===== src/rtl/mem_arb_pkg.sv =====
// Shared types and constants for the two-requester memory port arbiter.
// Latency: n/a (types and helpers only).
// Backpressure: n/a.
package mem_arb_pkg;

   // Transaction sequencer states
   typedef enum logic [1:0] {
      IDLE = 2'd0,
      BUSY = 2'd1,
      RESP = 2'd2
   } state_t;

   // Grant identifiers; also the encoding of last_grant
   localparam logic GNT_I = 1'b0;
   localparam logic GNT_D = 1'b1;

   // Width needed to hold the value LATENCY without wrapping
   function automatic int tmr_width(input int latency);
      return (latency < 1) ? 1 : $clog2(latency + 1);
   endfunction

endpackage


===== src/rtl/mem_lat_timer.sv =====
// Down-counter timing one memory access; done flags the final access cycle.
// Latency: loads on the edge where load is high; counts down one per cycle after that.
// Backpressure: none; it stops at zero and holds there until the next load.
module mem_lat_timer #(
   parameter int TW = 4
) (
   input  logic          CLK,
   input  logic          RSTn,
   input  logic          load,
   input  logic [TW-1:0] load_val,
   output logic [TW-1:0] count,
   output logic          done
);

   // Load on grant, otherwise count down and saturate at zero
   always_ff @(posedge CLK or negedge RSTn) begin
      if (!RSTn) begin
         count <= '0;
      end else if (load) begin
         count <= load_val;
      end else if (count != '0) begin
         count <= count - 1'b1;
      end
   end

   assign done = (count == TW'(1));

endmodule


===== src/rtl/mem_port_arbiter.sv =====
// Shares one fixed-latency memory port between fetch (I) and load/store (D).
// Latency: grant edge t, BUSY t+1..t+LATENCY, ack pulse at t+LATENCY+1; LATENCY+2 per txn.
// Backpressure: the losing side keeps its stall high and its request stays pending.
module mem_port_arbiter
   import mem_arb_pkg::*;
#(
   parameter int LATENCY = 8,
   parameter int AW      = 32,
   parameter int DW      = 32
) (
   input  logic            CLK,
   input  logic            RSTn,
   input  logic            i_req,
   input  logic [AW-1:0]   i_addr,
   output logic            i_ack,
   output logic [DW-1:0]   i_rdata,
   output logic            i_stall,
   input  logic            d_req,
   input  logic            d_we,
   input  logic [AW-1:0]   d_addr,
   input  logic [DW-1:0]   d_wdata,
   input  logic [DW/8-1:0] d_be,
   output logic            d_ack,
   output logic [DW-1:0]   d_rdata,
   output logic            d_stall,
   output logic            mem_en,
   output logic            mem_we,
   output logic [AW-1:0]   mem_addr,
   output logic [DW-1:0]   mem_wdata,
   output logic [DW/8-1:0] mem_be,
   input  logic [DW-1:0]   mem_rdata,
   output logic            busy
);

   localparam int TW = tmr_width(LATENCY);

   state_t        state;
   logic          gnt_id;
   logic          last_grant;
   logic          lat_we;
   logic          grant_vld;
   logic          grant_side;
   logic [TW-1:0] tmr_count;
   logic          tmr_done;

   // Arbitration: only in IDLE; on conflict the side that did not win last time goes next
   always_comb begin
      grant_vld  = 1'b0;
      grant_side = GNT_I;
      if (state == IDLE) begin
         if (i_req && d_req) begin
            grant_vld  = 1'b1;
            grant_side = ~last_grant;
         end else if (d_req) begin
            grant_vld  = 1'b1;
            grant_side = GNT_D;
         end else if (i_req) begin
            grant_vld  = 1'b1;
            grant_side = GNT_I;
         end
      end
   end

   mem_lat_timer #(
      .TW (TW)
   ) u_timer (
      .CLK      (CLK),
      .RSTn     (RSTn),
      .load     (grant_vld),
      .load_val (TW'(LATENCY)),
      .count    (tmr_count),
      .done     (tmr_done)
   );

   // Sequencer: IDLE -> BUSY for LATENCY cycles -> one RESP cycle carrying the ack
   always_ff @(posedge CLK or negedge RSTn) begin
      if (!RSTn) begin
         state      <= IDLE;
         gnt_id     <= GNT_I;
         last_grant <= GNT_I;
         mem_en     <= 1'b0;
         busy       <= 1'b0;
         i_ack      <= 1'b0;
         d_ack      <= 1'b0;
      end else begin
         i_ack <= 1'b0;
         d_ack <= 1'b0;
         case (state)
            IDLE: begin
               if (grant_vld) begin
                  state      <= BUSY;
                  gnt_id     <= grant_side;
                  last_grant <= grant_side;
                  mem_en     <= 1'b1;
                  busy       <= 1'b1;
               end
            end
            BUSY: begin
               if (tmr_done) begin
                  state  <= RESP;
                  mem_en <= 1'b0;
                  if (gnt_id == GNT_I) begin
                     i_ack <= 1'b1;
                  end else begin
                     d_ack <= 1'b1;
                  end
               end
            end
            RESP: begin
               state <= IDLE;
               busy  <= 1'b0;
            end
            default: begin
               state  <= IDLE;
               mem_en <= 1'b0;
               busy   <= 1'b0;
            end
         endcase
      end
   end

   // Request latch at grant and read-data capture on the last BUSY cycle
   always_ff @(posedge CLK or negedge RSTn) begin
      if (!RSTn) begin
         lat_we    <= 1'b0;
         mem_addr  <= '0;
         mem_wdata <= '0;
         mem_be    <= '0;
         i_rdata   <= '0;
         d_rdata   <= '0;
      end else begin
         if (grant_vld) begin
            if (grant_side == GNT_D) begin
               lat_we    <= d_we;
               mem_addr  <= d_addr;
               mem_wdata <= d_wdata;
               mem_be    <= d_we ? d_be : '1;
            end else begin
               lat_we    <= 1'b0;
               mem_addr  <= i_addr;
               mem_wdata <= '0;
               mem_be    <= '1;
            end
         end
         if (state == BUSY && tmr_done) begin
            if (gnt_id == GNT_I) begin
               i_rdata <= mem_rdata;
            end else if (!lat_we) begin
               d_rdata <= mem_rdata;
            end
         end
      end
   end

   // Write strobe only in the first BUSY cycle, when the timer still holds its load value
   assign mem_we  = (state == BUSY) && lat_we && (tmr_count == TW'(LATENCY));

   assign i_stall = i_req && !i_ack;
   assign d_stall = d_req && !d_ack;

endmodule


===== config.mk =====
export PLATFORM = sky130hd
export DESIGN_NAME = mem_port_arbiter
export DESIGN_NICKNAME = d
export VERILOG_FILES = /design/src/rtl/mem_arb_pkg.sv /design/src/rtl/mem_lat_timer.sv /design/src/rtl/mem_port_arbiter.sv
export SDC_FILE = /design/constraint.sdc
export NUM_CORES = 1
export LEC_CHECK = 0
export ABC_AREA = 1
export CAP_MARGIN = 10
export CELL_PAD_IN_SITES_DETAIL_PLACEMENT = 1
export CELL_PAD_IN_SITES_GLOBAL_PLACEMENT = 2
export CORE_MARGIN = 3
export CORE_UTILIZATION = 23
export CTS_CLUSTER_DIAMETER = 100
export DETAILED_ROUTE_END_ITERATION = 8
export PLACE_DENSITY_LB_ADDON = 0.1
export SLEW_MARGIN = 20
export SYNTH_ARGS = -nofsm -noshare
export SYNTH_HDL_FRONTEND = slang
export SYNTH_SLANG_ARGS = --single-unit
export TNS_END_PERCENT = 20

===== constraint.sdc =====
create_clock -name CLK -period 1.5 [get_ports CLK]
set_input_delay 0.3 -clock CLK [delete_from_list [all_inputs] [get_ports CLK]]
set_output_delay 0.3 -clock CLK [all_outputs]
set_load 0.02 [all_outputs]

[Word-level counts from Yosys, hierarchy flattened]
Index checks and enable logic that the tools add are counted.
Word-level totals
  flip-flop bits (word level): 144
  bits of input ports: 137
  output and inout bits: 139
  word-level logic and storage cells: 68
Operators by class
  add/subtract/negate cells: 1
  equality and inequality tests: 6
  muxes and demuxes: 27
  bitwise gates (word level): 4
  reductions and logical operators: 17
Operators with widths (count)
  2-to-1 mux 32 bit: 2
  2-to-1 mux 1 bit: 16
  2-to-1 mux 4 bit: 4
  AND reduction 2 bit: 4
  logical AND 1 bit: 6
  AND reduction 3 bit: 2
  equality test 4 x 1 -> 1 bit (second input constant): 1
  equality test 4 bit (second input constant): 1
  2-to-1 mux 2 bit: 2
  != test 2 bit (second input constant): 2
  inverter 1 bit: 4
  one-hot mux 2 bit (2 select lines): 1
  nonzero test 4 bit: 1
  subtractor 4 x 1 -> 4 bit (second input constant): 1
  one-hot mux 1 bit (3 select lines): 1
  equality test 2 x 1 -> 1 bit (second input constant): 1
  equality test 2 bit (second input constant): 1
  logical NOT 1 bit: 2
  logical NOT 2 bit: 1
  one-hot mux 1 bit (2 select lines): 1
  nonzero test 2 bit: 1

[Logic depth before layout (Yosys ltp)]
Gate-level depths: netlist of the first run.
  word-level depth: 6
  mapped depth: 8
  depth with buffers taken out: 7

[Cells and area by module]
Synthesis of the first run repeated with hierarchy kept, for this count alone.
Second synthesis, totals
  cells, all modules: 775
  area, all modules: 6337.3 um^2
Modules (own cells, without submodules)
  mem_port_arbiter: instances 1, cells each 738, area each 6045.8 um^2, sequential area each 3503.4 um^2
  mem_lat_timer: instances 1, cells each 37, area each 291.5 um^2, sequential area each 100.1 um^2

[Least setup slack after synthesis of the first run]
Ideal clock, no wire load.
  kind: register to output
  start: reg u_timer.count[0]
  end: out mem_we
  arrival: 1.218 ns
  required time: 1.200 ns
  path slack: -0.018 ns
  cell stages (with the launch flop): 5
  path buffers: 0
  path through: dfrtp_1 > inv_1 > ha_1 > nand3_1 > nor3_1
On the way
  cells in the longest elaborated chain, start to end: 2
RTL lines
  start: declaration: RTL line mem_lat_timer.sv:11  | output logic [TW-1:0] count,
  start signal: assignment: RTL line mem_lat_timer.sv:20  | count <= load_val;
  start signal: assignment: RTL line mem_lat_timer.sv:22  | count <= count - 1'b1;
  equality test 4 bit: RTL line mem_port_arbiter.sv:156  | assign mem_we = (state == BUSY) && lat_we && (tmr_count == TW'(LATENCY));
  logical AND 1 bit: RTL line mem_port_arbiter.sv:156
  end: declaration: RTL line mem_port_arbiter.sv:27  | output logic mem_we,
No other way between the ends.

[Worst setup path in the final report of the first run]
  start: reg u_timer.count[1]
  end: out mem_we
Same word-level chain as after synthesis.

==> impl_metrics.env, run 1 <==
export IMPL_pin_count_of_the_biggest_net_entering_global_routing=37
export IMPL_powerDensity_mw_per_mm2=2020
export IMPL_worst_setup_path_start_kind="flop"
export IMPL_cell_area_after_synthesis_mm2=0.00626
export IMPL_synth_top_area_cell="sky130_fd_sc_hd__dfrtp_1"
export IMPL_layout_min_cycle_time_ps=1700
export IMPL_synthesis_instances=766
export IMPL_drt_pass1_iterations=4
export IMPL_synthMostInstantiatedCell="sky130_fd_sc_hd__nand2_1"
export IMPL_crit_path_end="mem_we"
export IMPL_clockPowerShare_pct=20.3
export IMPL_final_max_slew_viol_count=0
export IMPL_finalWeightedCongestion=0.716
export IMPL_p_int_mw=12.5
export IMPL_regToRegSetupSlack_ps=-90
export IMPL_postSynth_asyncResetShare_pct=100
export IMPL_detailed_place_hpwl_um=16300
export IMPL_final_util_pct=40.5
export IMPL_drt_initial_drc_count=236
export IMPL_flow_area_growth_from_synthesis_pct=70.8
export IMPL_power_leakage_nw=5.49
export IMPL_power_frac_comb_pct=48.6
export IMPL_floorplan_die_height_um=171
export IMPL_cts_tree="yes"
export IMPL_worst_path_largest_cell_delay_ps=370
export IMPL_worst_hold_path_type="primary input to async pin"
export IMPL_grt_first_pass_wirelength_um=35600
export IMPL_yosysWarnings=0
export IMPL_fill_cells=3135
export IMPL_period_share_pct=114
export IMPL_grt_total_usage_pct=15.5
export IMPL_synthFlopType="sky130_fd_sc_hd__dfrtp_1"
export IMPL_max_slew_worst_pin_slew_ps=346
export IMPL_cp_slowest_cell="sky130_fd_sc_hd__dfrtp_1"
export IMPL_synth_top_area_share_pct=57.5
export IMPL_total_switching_power_mw=9.18
export IMPL_drc_errors=0
export IMPL_syn_mean_instance_area_um2=8.18
export IMPL_setup_violations=65
export IMPL_worst_setup_path_end_kind="output pin"
export IMPL_placement_rows=59
export IMPL_power_switching_fraction_pct=42.4
export IMPL_floorplan_core_area_mm2=0.0264
export IMPL_clk_path_buf_depth=2
export IMPL_route_vias_total=6060
export IMPL_postLayoutSetupSlackWorst_ps=-205
export IMPL_violated_checks="setup timing"
export IMPL_layout_cell_share_with_drive_strength_beyond_1_pct=15.2
export IMPL_timing_critical_path_from="u_timer.count[1]"
export IMPL_synth_seq_cells=144
export IMPL_critical_path_peak_fanout=2
export IMPL_cts_inserted_buffers=17
export IMPL_number_of_antenna_violations_at_the_first_check_in_global_routing=1
export IMPL_timing_worst_setup_path_type="flop to output pin"
export IMPL_p_seq_share_pct=31.1
export IMPL_synth_net_count=905
export IMPL_fmax_ghz=0.587
export IMPL_vdd_ir_drop_worst_mv=0.739
export IMPL_post_synth_edffs=0
export IMPL_worst_r2r_startpoint="u_timer.count[1]"
export IMPL_vias_in_the_first_global_route=6375
export IMPL_timing_critical_path_arrival_ps=1400
export IMPL_route_detailed_wl_per_inst_um=16.8
export IMPL_antenna_diode_count=0
export IMPL_max_cap_viol_count=0
export IMPL_initial_core_utilization_pct=23.7
export IMPL_ant_nets=0
export IMPL_reg2reg_depth=9
export IMPL_port_buffers=275
export IMPL_netlist_top_cells_count="sky130_fd_sc_hd__nand2_1 (302), sky130_fd_sc_hd__dfrtp_1 (144), sky130_fd_sc_hd__inv_1 (106)"
export IMPL_cts_sinks=144
export IMPL_synth_seq_area_share_pct=57.5
export IMPL_finalHoldViolations=0
export IMPL_cts_reportedPaths_clkPinSlew_ps=60
export IMPL_viasPerCell=4.26
export IMPL_clk_insertion_delay_late_ps=420
export IMPL_final_global_route_overflow_total=0
export IMPL_totalWireLength_um=24000
export IMPL_r2r_end="i_rdata[9]"
export IMPL_critPathRequiredTime_ps=1200
export IMPL_number_of_nets_in_the_layout=1215
export IMPL_tns_ps=-3240
export IMPL_setup_repair_after_global_routing_missed_its_margin="true"
export IMPL_die_area_mm2=0.0292
export IMPL_fin_skew_ps=10.0
export IMPL_run_status="finished with violations"
export IMPL_clockRootBuffer="sky130_fd_sc_hd__clkbuf_16"
export IMPL_synth_cell_types=20
export IMPL_htreeDepth=4
export IMPL_worst_slew_margin_rel_pct=76.9
export IMPL_num_io_pins=276
export IMPL_synth_top_cells_by_area="sky130_fd_sc_hd__dfrtp_1 (58%), sky130_fd_sc_hd__nand2_1 (18%), sky130_fd_sc_hd__inv_1 (6.4%)"
export IMPL_cp_cell_sequence="inv_2 -> ha_4 -> nand3_2 -> nor3_2 -> buf_4"
export IMPL_die_w_um=171
## registers in the layout, summed over array words and instances (netlist names)
name	cells
i_ack	1
mem_wdata	32
mem_en	1
i_rdata	32
lat_we	1
u_timer.count	4
mem_addr	32
d_ack	1
mem_be	4
d_rdata	32
busy	1
last_grant	1
state	2
## layout by cell type, fill, tap and decap left out, types with 4 or more instances in the layout
cell | Yosys | routed
sky130_fd_sc_hd__buf_12 | 0 | 15
sky130_fd_sc_hd__buf_4 | 0 | 32
sky130_fd_sc_hd__buf_6 | 2 | 7
sky130_fd_sc_hd__clkbuf_16 | 0 | 22
sky130_fd_sc_hd__clkbuf_2 | 0 | 5
sky130_fd_sc_hd__clkdlybuf4s15_1 | 0 | 22
sky130_fd_sc_hd__clkdlybuf4s50_1 | 0 | 134
sky130_fd_sc_hd__clkinvlp_4 | 0 | 4
sky130_fd_sc_hd__dfrtp_1 | 144 | 144
sky130_fd_sc_hd__dlygate4sd2_1 | 0 | 110
sky130_fd_sc_hd__inv_1 | 106 | 104
sky130_fd_sc_hd__inv_2 | 2 | 4
sky130_fd_sc_hd__inv_6 | 0 | 4
sky130_fd_sc_hd__inv_8 | 0 | 4
sky130_fd_sc_hd__nand2_1 | 302 | 256
sky130_fd_sc_hd__nand2_2 | 3 | 29
sky130_fd_sc_hd__nand2_4 | 0 | 20
sky130_fd_sc_hd__nand3_1 | 70 | 66
sky130_fd_sc_hd__nand4_1 | 32 | 32
sky130_fd_sc_hd__nor2_1 | 13 | 12
sky130_fd_sc_hd__nor3_1 | 7 | 6
sky130_fd_sc_hd__o21ai_0 | 35 | 8
sky130_fd_sc_hd__o21ai_1 | 0 | 26
## layout make-up
type / count / area (um2) / area share [%]
well taps: 335 / 419 / 3.92
clock inverters: 14 / 170 / 1.59
flip-flops and latches: 144 / 3600 / 33.7
multi-input cells: 471 / 2340 / 21.9
clock buffers: 18 / 429 / 4.01
inverters: 108 / 405 / 3.79
repair buffers: 334 / 3330 / 31.1
## through the flow
stage / hold slack (ps) / power (mW) / worst slack [ps] / cell area, um2 / cells
after global placement: 219 / 17.7 / -525 / 9800 / 1381
after floorplan: 4.41 / 11.8 / 96.2 / 6270 / 766
after detailed placement: 220 / 17.8 / -528 / 9800 / 1381
after global routing: 372 / 23.3 / -301 / 10700 / 1424
final: 355 / 21.7 / -205 / 10700 / 1424
after CTS: 354 / 21.1 / -289 / 10200 / 1414
## per-layer routing
layer  global-route usage [%]  vias to the layer above  share of wire (%)
li1                         -                     2982                  -
met1                     19.9                     2894                 46
met2                     25.9                      170                 47
met3                     5.22                       12                6.4
met4                     2.83                        2               0.53
met5                        0                        -              0.033
## worst max-delay path, delay by kind of cell, from the launching register on
family / cells / cell delay [ps]
DFF: 1 / 370
buffers and inverters: 2 / 260
adders and majority gates: 1 / 140
and+or+nand+nor: 2 / 230
## power groups by stage
stage               clock network (mW)  logic (mW)  registers [mW]
CTS                               4.57        9.96            6.59
detailed placement                   0        11.1            6.69
global route                      4.76        11.5            6.99
global placement                     0        11.0            6.66
floorplan                            0        3.03            8.73
finish                            4.40        10.5            6.74
## cells by family after synthesis
group / after synthesis / synth area share, %
AND/OR/NAND/NOR: 431 / 29.2
adder cells (fa/ha/maj): 2 / 0.399
AO/OA/AOI/OAI: 38 / 3.12
flip-flops: 144 / 57.5
buffers and inverters: 151 / 9.71
## worst min-delay path by stage
stage                     startpoint      endpoint  slack (ps)  depth (start not counted)
after floorplan                 RSTn          busy           4                          0
after global placement          RSTn    d_rdata[5]         220                          1
after detailed placement        RSTn    d_rdata[5]         220                          1
after CTS                       RSTn    d_rdata[5]         350                          2
after global routing            RSTn  mem_addr[20]         370                          2
final                           RSTn  mem_addr[26]         360                          2
## what timing repair did
action,CTS,global route
hold endpoints to repair,23,0
setup buffers,0,4
setup endpoints to repair,205,105
hold buffers,1,0
pin swaps,2,20
resized for setup,154,141
gates cloned,0,6
(Power assumes the default switching activity.)
==> inputs of run 2 (changes only) <==
CAP_MARGIN = 20   (was 10)
CORE_ASPECT_RATIO = 0.75   (was unset)
==> run 2 against run 1 <==
Net effect:
- the flow still finishes with violations (setup timing)
- clock-buffer cell count stayed put
- routed wire length up 0.42%
- global-route usage up 0.84 points
- power decreased by 2.2%
- via count decreased by 0.61%
- cell area shrank 2.0%
- critical path depth unchanged
- die area is essentially flat
- sequential cell count did not move
- register-to-register slack worse by 60 ps
- critical path type unchanged
- largest cell class unchanged
- highest routed layer unchanged
==> impl_metrics.env, run 2 (same netlist as run 1, synthesis figures left out) <==
export IMPL_run_status="finished with violations"
export IMPL_violated_checks="setup timing"
export IMPL_number_of_antenna_violations_at_the_first_check_in_global_routing=1
export IMPL_critical_path_peak_fanout=2
export IMPL_cts_inserted_buffers=17
export IMPL_placement_rows=51
export IMPL_final_max_slew_viol_count=0
export IMPL_finalWeightedCongestion=0.733
export IMPL_flow_area_growth_from_synthesis_pct=67.4
export IMPL_drt_initial_drc_count=170
export IMPL_clk_insertion_delay_late_ps=430
export IMPL_p_int_mw=12.3
export IMPL_clockRootBuffer="sky130_fd_sc_hd__clkbuf_16"
export IMPL_total_switching_power_mw=8.82
export IMPL_floorplan_die_height_um=149
export IMPL_power_switching_fraction_pct=41.7
export IMPL_antenna_diode_count=0
export IMPL_power_frac_comb_pct=47.9
export IMPL_worst_hold_path_type="primary input to async pin"
export IMPL_grt_first_pass_wirelength_um=37200
export IMPL_finalInstanceArea_mm2=0.0105
export IMPL_fmax_ghz=0.584
export IMPL_port_buffers=275
export IMPL_cts_reportedPaths_clkPinSlew_ps=60
export IMPL_initial_core_utilization_pct=23.8
export IMPL_p_seq_share_pct=31.3
export IMPL_drt_pass1_iterations=4
export IMPL_setup_repair_after_global_routing_missed_its_margin="true"
export IMPL_final_hold_worst_slack_ps=328
export IMPL_number_of_nets_in_the_layout=1209
export IMPL_totalWireLength_um=24100
export IMPL_die_w_um=197
export IMPL_fin_skew_ps=8.00
export IMPL_worst_slew_margin_rel_pct=77.0
export IMPL_num_io_pins=276
export IMPL_clockPowerShare_pct=20.7
export IMPL_postLayoutSetupSlackWorst_ps=-211
export IMPL_fill_cells=3139
export IMPL_power_leakage_nw=5.43
export IMPL_layout_min_cycle_time_ps=1710
export IMPL_drc_errors=0
export IMPL_dpl_instance_area_mm2=0.00986
export IMPL_finalPower_mw=21.2
export IMPL_grt_met3_usage_pct=6.55
export IMPL_clk_path_buf_depth=2
export IMPL_vdd_ir_drop_worst_mv=0.939
export IMPL_finalHoldViolations=0
export IMPL_powerDensity_mw_per_mm2=2020
export IMPL_tns_ps=-3950
export IMPL_route_detailed_wl_per_inst_um=16.9
export IMPL_cts_sinks=144
export IMPL_worst_setup_path_end_kind="output pin"
export IMPL_layout_cell_share_with_drive_strength_beyond_1_pct=9.88
export IMPL_htreeDepth=4
export IMPL_critPathRequiredTime_ps=1200
export IMPL_timing_critical_path_arrival_ps=1410
export IMPL_most_common_cell_after_layout_fill_and_taps_aside="sky130_fd_sc_hd__nand2_1"
export IMPL_vias_in_the_first_global_route=6350
export IMPL_globalRouteMet1Util_pct=22.0
export IMPL_grt_total_usage_pct=16.4
export IMPL_max_slew_worst_pin_slew_ps=345
export IMPL_floorplan_core_area_mm2=0.0264
export IMPL_top_usage_layer="met2"
export IMPL_reg2reg_depth=10
export IMPL_max_cap_viol_count=0
export IMPL_route_vias_total=6023
export IMPL_cts_tree="yes"
export IMPL_met2_track_demand_over_resource_pct=24.8
export IMPL_timing_worst_setup_path_type="flop to output pin"
export IMPL_viasPerCell=4.22
export IMPL_pin_count_of_the_biggest_net_entering_global_routing=37
export IMPL_ant_nets=0
export IMPL_final_cell_mix="sky130_fd_sc_hd__nand2_1 (301), sky130_fd_sc_hd__dfrtp_1 (143), sky130_fd_sc_hd__clkdlybuf4s50_1 (135)"
export IMPL_final_global_route_overflow_total=0
export IMPL_worst_setup_path_start_kind="flop"
export IMPL_setup_violations=35
export IMPL_die_area_mm2=0.0293
export IMPL_detailed_place_hpwl_um=17200
export IMPL_period_share_pct=114
## run 2: cell types whose count changed in the layout (fill, tap and decap cells not counted), moves of 3 or more
| cell | change |
|---|---|
| sky130_fd_sc_hd__nand2_2 | -27 |
| sky130_fd_sc_hd__buf_12 | +6 |
| sky130_fd_sc_hd__inv_6 | -3 |
| sky130_fd_sc_hd__inv_8 | -4 |
| sky130_fd_sc_hd__buf_6 | -4 |
| sky130_fd_sc_hd__nand2_1 | +45 |
| sky130_fd_sc_hd__clkbuf_2 | -4 |
| sky130_fd_sc_hd__o21ai_1 | -25 |
| sky130_fd_sc_hd__nand2_4 | -18 |
| sky130_fd_sc_hd__clkinv_4 | +4 |
| sky130_fd_sc_hd__clkinv_2 | +5 |
| sky130_fd_sc_hd__buf_4 | -4 |
| sky130_fd_sc_hd__clkinvlp_4 | -3 |
| sky130_fd_sc_hd__o21ai_0 | +26 |
## run 2: worst paths after layout
kind                            endpoint  slack [ps]             start
min in group CLK           mem_wdata[30]         420       d_wdata[30]
setup reg to reg             i_rdata[25]        -150  u_timer.count[1]
hold / removal               i_rdata[19]         330              RSTn
max in group asynchronous    mem_addr[1]         640              RSTn
hold reg to reg               d_rdata[9]         470        d_rdata[9]
setup / recovery                  mem_we        -210  u_timer.count[0]
## run 2: final cells by class
class	instances	area (um2)	area share, %
Clock inverter	14	166	1.59
Clock buffer	18	429	4.09
Inverter	108	405	3.87
Timing Repair Buffer	328	3320	31.7
Tap cell	344	430	4.10
Multi-Input combinational cell	471	2130	20.3
Sequential cell	144	3600	34.4
## run 2: power groups by stage
stage | clock (mW) | combinational (mW) | sequential (mW)
floorplan | 0 | 3.03 | 8.73
global placement | 0 | 11.1 | 6.71
detailed placement | 0 | 11.2 | 6.74
CTS | 4.54 | 10.2 | 6.65
global route | 4.73 | 11.1 | 6.91
finish | 4.38 | 10.2 | 6.64
## run 2: critical path: stages, from the launching register on
cell                      delay, ps
sky130_fd_sc_hd__dfrtp_1        390
sky130_fd_sc_hd__inv_2           80
sky130_fd_sc_hd__ha_4           150
sky130_fd_sc_hd__nand3_4         80
sky130_fd_sc_hd__nor3_4         140
sky130_fd_sc_hd__buf_6          150
## run 2: what timing repair did
item,4_1_cts,5_1_grt
pin swaps,2,2
hold buffers,1,0
endpoints found under the setup margin,175,87
setup buffers,3,1
endpoints found under the hold margin,22,0
resized for setup,158,24
gates cloned,0,3
## run 2: metal layers
| metal | wire (um) | part of all wire [%] |
|---|---|---|
| met5 | 8 | 0.033 |
| met4 | 195 | 0.81 |
| met3 | 1940 | 8.1 |
| met2 | 10500 | 44 |
| met1 | 11400 | 47 |
## run 2: through the flow
step,instances,util [%],setup slack (ps)
global route,1427,39.8,-307
finish,1427,39.8,-211
detailed placement,1387,37.4,-330
floorplan,766,-,96.2
global placement,1387,37.4,-339
CTS,1423,39.4,-320
==> inputs of run 3 (changes only) <==
ABC_AREA = unset   (was 1)
CORE_UTILIZATION = 26   (was 23)
PLACE_DENSITY = 0.82   (was unset)
PLACE_DENSITY_LB_ADDON = unset   (was 0.1)
==> run 3 against run 2 <==
Net effect:
- the run still ends with setup timing left
- routed wire length decreased by 17%
- clock skew increased by 3.8 ps
- clock-buffer cell count unchanged
- sequential cell count unchanged
- first-iteration DRC count decreased by 12%
- global-route usage decreased by 0.68 points
- critical endpoint is now d_rdata[1]
- largest power group unchanged
==> impl_metrics.env, run 3 <==
export IMPL_p_int_mw=13.3
export IMPL_floorplan_core_area_mm2=0.0223
export IMPL_floorplan_die_height_um=137
export IMPL_met1_length_um=8670
export IMPL_tns_ps=-42140
export IMPL_yosysWarnings=0
export IMPL_detailed_place_hpwl_um=14700
export IMPL_num_io_pins=276
export IMPL_pin_count_of_the_biggest_net_entering_global_routing=43
export IMPL_grt_total_usage_pct=15.7
export IMPL_routed_top_layer="met4"
export IMPL_drc_errors=0
export IMPL_number_of_nets_in_the_layout=858
export IMPL_synth_top_cells_by_area="sky130_fd_sc_hd__dfrtp_1 (60%), sky130_fd_sc_hd__mux2_4 (7.5%), sky130_fd_sc_hd__mux2_2 (6.4%)"
export IMPL_htreeDepth=4
export IMPL_critPathRequiredTime_ps=1790
export IMPL_timing_critical_path_from="u_timer.count[1]"
export IMPL_ant_nets=0
export IMPL_worst_slew_margin_rel_pct=73.9
export IMPL_synth_seq_area_share_pct=60.2
export IMPL_cell_area_after_synthesis_mm2=0.00599
export IMPL_worst_setup_path_end_kind="flop"
export IMPL_setup_repair_after_global_routing_missed_its_margin="true"
export IMPL_powerDensity_mw_per_mm2=2160
export IMPL_reg2reg_depth=6
export IMPL_cts_reportedPaths_clkPinSlew_ps=70
export IMPL_vias_in_the_first_global_route=5477
export IMPL_drt_initial_drc_count=149
export IMPL_p_seq_share_pct=32.0
export IMPL_synth_cell_types=37
export IMPL_grt_first_pass_wirelength_um=31100
export IMPL_postSynth_asyncResetShare_pct=100
export IMPL_clk_path_buf_depth=2
export IMPL_vdd_ir_drop_worst_mv=0.754
export IMPL_final_util_pct=44.6
export IMPL_synth_net_count=557
export IMPL_final_hold_worst_slack_ps=366
export IMPL_synthesis_instances=418
export IMPL_die_w_um=181
export IMPL_final_max_slew_viol_count=0
export IMPL_fin_skew_ps=11.8
export IMPL_regToRegSetupSlack_ps=-670
export IMPL_drt_pass1_iterations=4
export IMPL_worst_setup_path_start_kind="flop"
export IMPL_max_cap_viol_count=0
export IMPL_cts_inserted_buffers=17
export IMPL_finalPower_mw=21.6
export IMPL_detailroute_wirelength_met3_um=1460
export IMPL_most_common_cell_after_layout_fill_and_taps_aside="sky130_fd_sc_hd__dfrtp_1"
export IMPL_clockRootBuffer="sky130_fd_sc_hd__clkbuf_16"
export IMPL_r2r_end="d_rdata[1]"
export IMPL_setup_violations=133
export IMPL_power_leakage_nw=4.71
export IMPL_synthFlopType="sky130_fd_sc_hd__dfrtp_1"
export IMPL_violated_checks="setup timing"
export IMPL_synth_top_area_cell="sky130_fd_sc_hd__dfrtp_1"
export IMPL_totalWireLength_um=20000
export IMPL_flow_area_growth_from_synthesis_pct=66.6
export IMPL_crit_path_end="d_rdata[1]"
export IMPL_synth_seq_cells=144
export IMPL_viasPerCell=4.66
export IMPL_worst_hold_path_type="primary input to async pin"
export IMPL_timing_worst_setup_path_type="flop to flop"
export IMPL_cts_sinks=144
export IMPL_clk_insertion_delay_late_ps=410
export IMPL_final_global_route_overflow_total=0
export IMPL_initial_core_utilization_pct=26.8
export IMPL_period_share_pct=145
export IMPL_critical_path_peak_fanout=32
export IMPL_run_status="finished with violations"
export IMPL_finalHoldViolations=0
export IMPL_die_area_mm2=0.0249
export IMPL_worst_r2r_startpoint="u_timer.count[1]"
export IMPL_synth_top_area_share_pct=60.2
export IMPL_number_of_antenna_violations_at_the_first_check_in_global_routing=1
export IMPL_power_switching_fraction_pct=38.3
export IMPL_layout_cell_share_with_drive_strength_beyond_1_pct=22.1
export IMPL_fill_cells=2333
export IMPL_total_switching_power_mw=8.26
export IMPL_syn_mean_instance_area_um2=14.3
export IMPL_cts_tree="yes"
export IMPL_synthMostInstantiatedCell="sky130_fd_sc_hd__dfrtp_1"
export IMPL_post_synth_edffs=0
export IMPL_route_detailed_wl_per_inst_um=19.5
export IMPL_max_slew_worst_pin_slew_ps=391
export IMPL_port_buffers=275
export IMPL_fmax_ghz=0.460
export IMPL_postLayoutSetupSlackWorst_ps=-672
export IMPL_clockPowerShare_pct=19.3
export IMPL_power_frac_comb_pct=48.7
export IMPL_finalWeightedCongestion=0.779
export IMPL_layout_min_cycle_time_ps=2170
export IMPL_final_cell_mix="sky130_fd_sc_hd__dfrtp_1 (144), sky130_fd_sc_hd__clkdlybuf4s50_1 (134), sky130_fd_sc_hd__dlygate4sd2_1 (129)"
export IMPL_route_vias_total=4783
export IMPL_placement_rows=47
export IMPL_netlist_top_cells_count="sky130_fd_sc_hd__dfrtp_1 (144), sky130_fd_sc_hd__mux2_2 (34)"
export IMPL_timing_critical_path_arrival_ps=2460
export IMPL_met2_routed_wirelength_um=9700
run 3: cell types whose count changed in the layout (fill, tap and decap cells not counted), sizes merged, moves of 18 or more:
cell / delta
nand3: -69
o21ai: -32
nand2: -303
dlygate4sd2: +18
and3: +32
a22o: +32
inv: -97
o21a: +32
a311o: +32
nand4: -32
clkdlybuf4s15: -18
mux2: +64
run 3: metrics by stage:
stage | cell area [um2] | setup WS, ps | instances
2_1_floorplan | 5990 | -629 | 418
3_3_place_gp | 9360 | -651 | 988
3_5_place_dp | 9360 | -667 | 988
4_1_cts | 9930 | -625 | 1026
5_1_grt | 9970 | -725 | 1027
6_report | 9970 | -672 | 1027
run 3: logic make-up (layout without fill, tap and decap cells):
group | after synthesis | after routing | share of synthesized area (%)
multiplexers | 64 | 64 | 13.9
other | 0 | 1 | 0
AND/OR/NAND/NOR | 58 | 58 | 6.15
buffers and inverters | 39 | 353 | 3.45
adder cells (fa/ha/maj) | 2 | 2 | 0.418
AO/OA/AOI/OAI | 110 | 110 | 15.7
flip-flops | 144 | 144 | 60.2
XOR/XNOR | 1 | 1 | 0.146
run 3: critical path, cell delays in order, from the launching register on:
cell and delay (ps):
sky130_fd_sc_hd__dfrtp_1 400, sky130_fd_sc_hd__inv_2 90, sky130_fd_sc_hd__ha_4 120, sky130_fd_sc_hd__or3b_4 370
sky130_fd_sc_hd__or4b_4 500, sky130_fd_sc_hd__buf_12 200, sky130_fd_sc_hd__mux2_4 330
run 3: worst min-delay path by stage:
stage                        endpoint  slack [ps]  depth (start not counted)
after floorplan                  busy           4                          0
after global placement    d_rdata[31]         230                          1
after detailed placement  i_rdata[31]         240                          1
after CTS                 i_rdata[31]         360                          2
after global routing      i_rdata[31]         380                          2
final                     i_rdata[31]         370                          2
run 3: area by class of cell:
type / count / area [um2] / share of cell area (%)
multi-input cells: 235 / 2320 / 23.3
well taps: 294 / 368 / 3.69
inverters: 3 / 11.3 / 0.113
repair buffers: 318 / 3090 / 31.0
clock inverters: 14 / 145 / 1.46
flip-flops and latches: 144 / 3600 / 36.1
clock buffers: 18 / 429 / 4.30
diodes: 1 / 2.50 / 0.0251
run 3: repair_timing:
item	in CTS	in global routing
gates cloned	1	0
hold endpoints to repair	31	0
buffers inserted	4	0
hold buffers	1	0
pin swaps	53	16
resized for setup	182	20
setup endpoints to repair	282	148
run 3: routing by layer:
metal	GRT usage, %	vias to the layer above
li1	-	2182
met1	19.9	2406
met2	26.0	180
met3	5.30	15
met4	3.85	0
met5	0	-
run 3: power groups by stage:
stage / Sequential [mW] / Combinational, mW / Clock, mW
floorplan: 8.99 / 3.53 / 0
global placement: 6.86 / 11.2 / 0
detailed placement: 7.00 / 11.5 / 0
CTS: 6.91 / 10.6 / 4.31
global route: 7.12 / 11.2 / 4.50
finish: 6.90 / 10.5 / 4.17
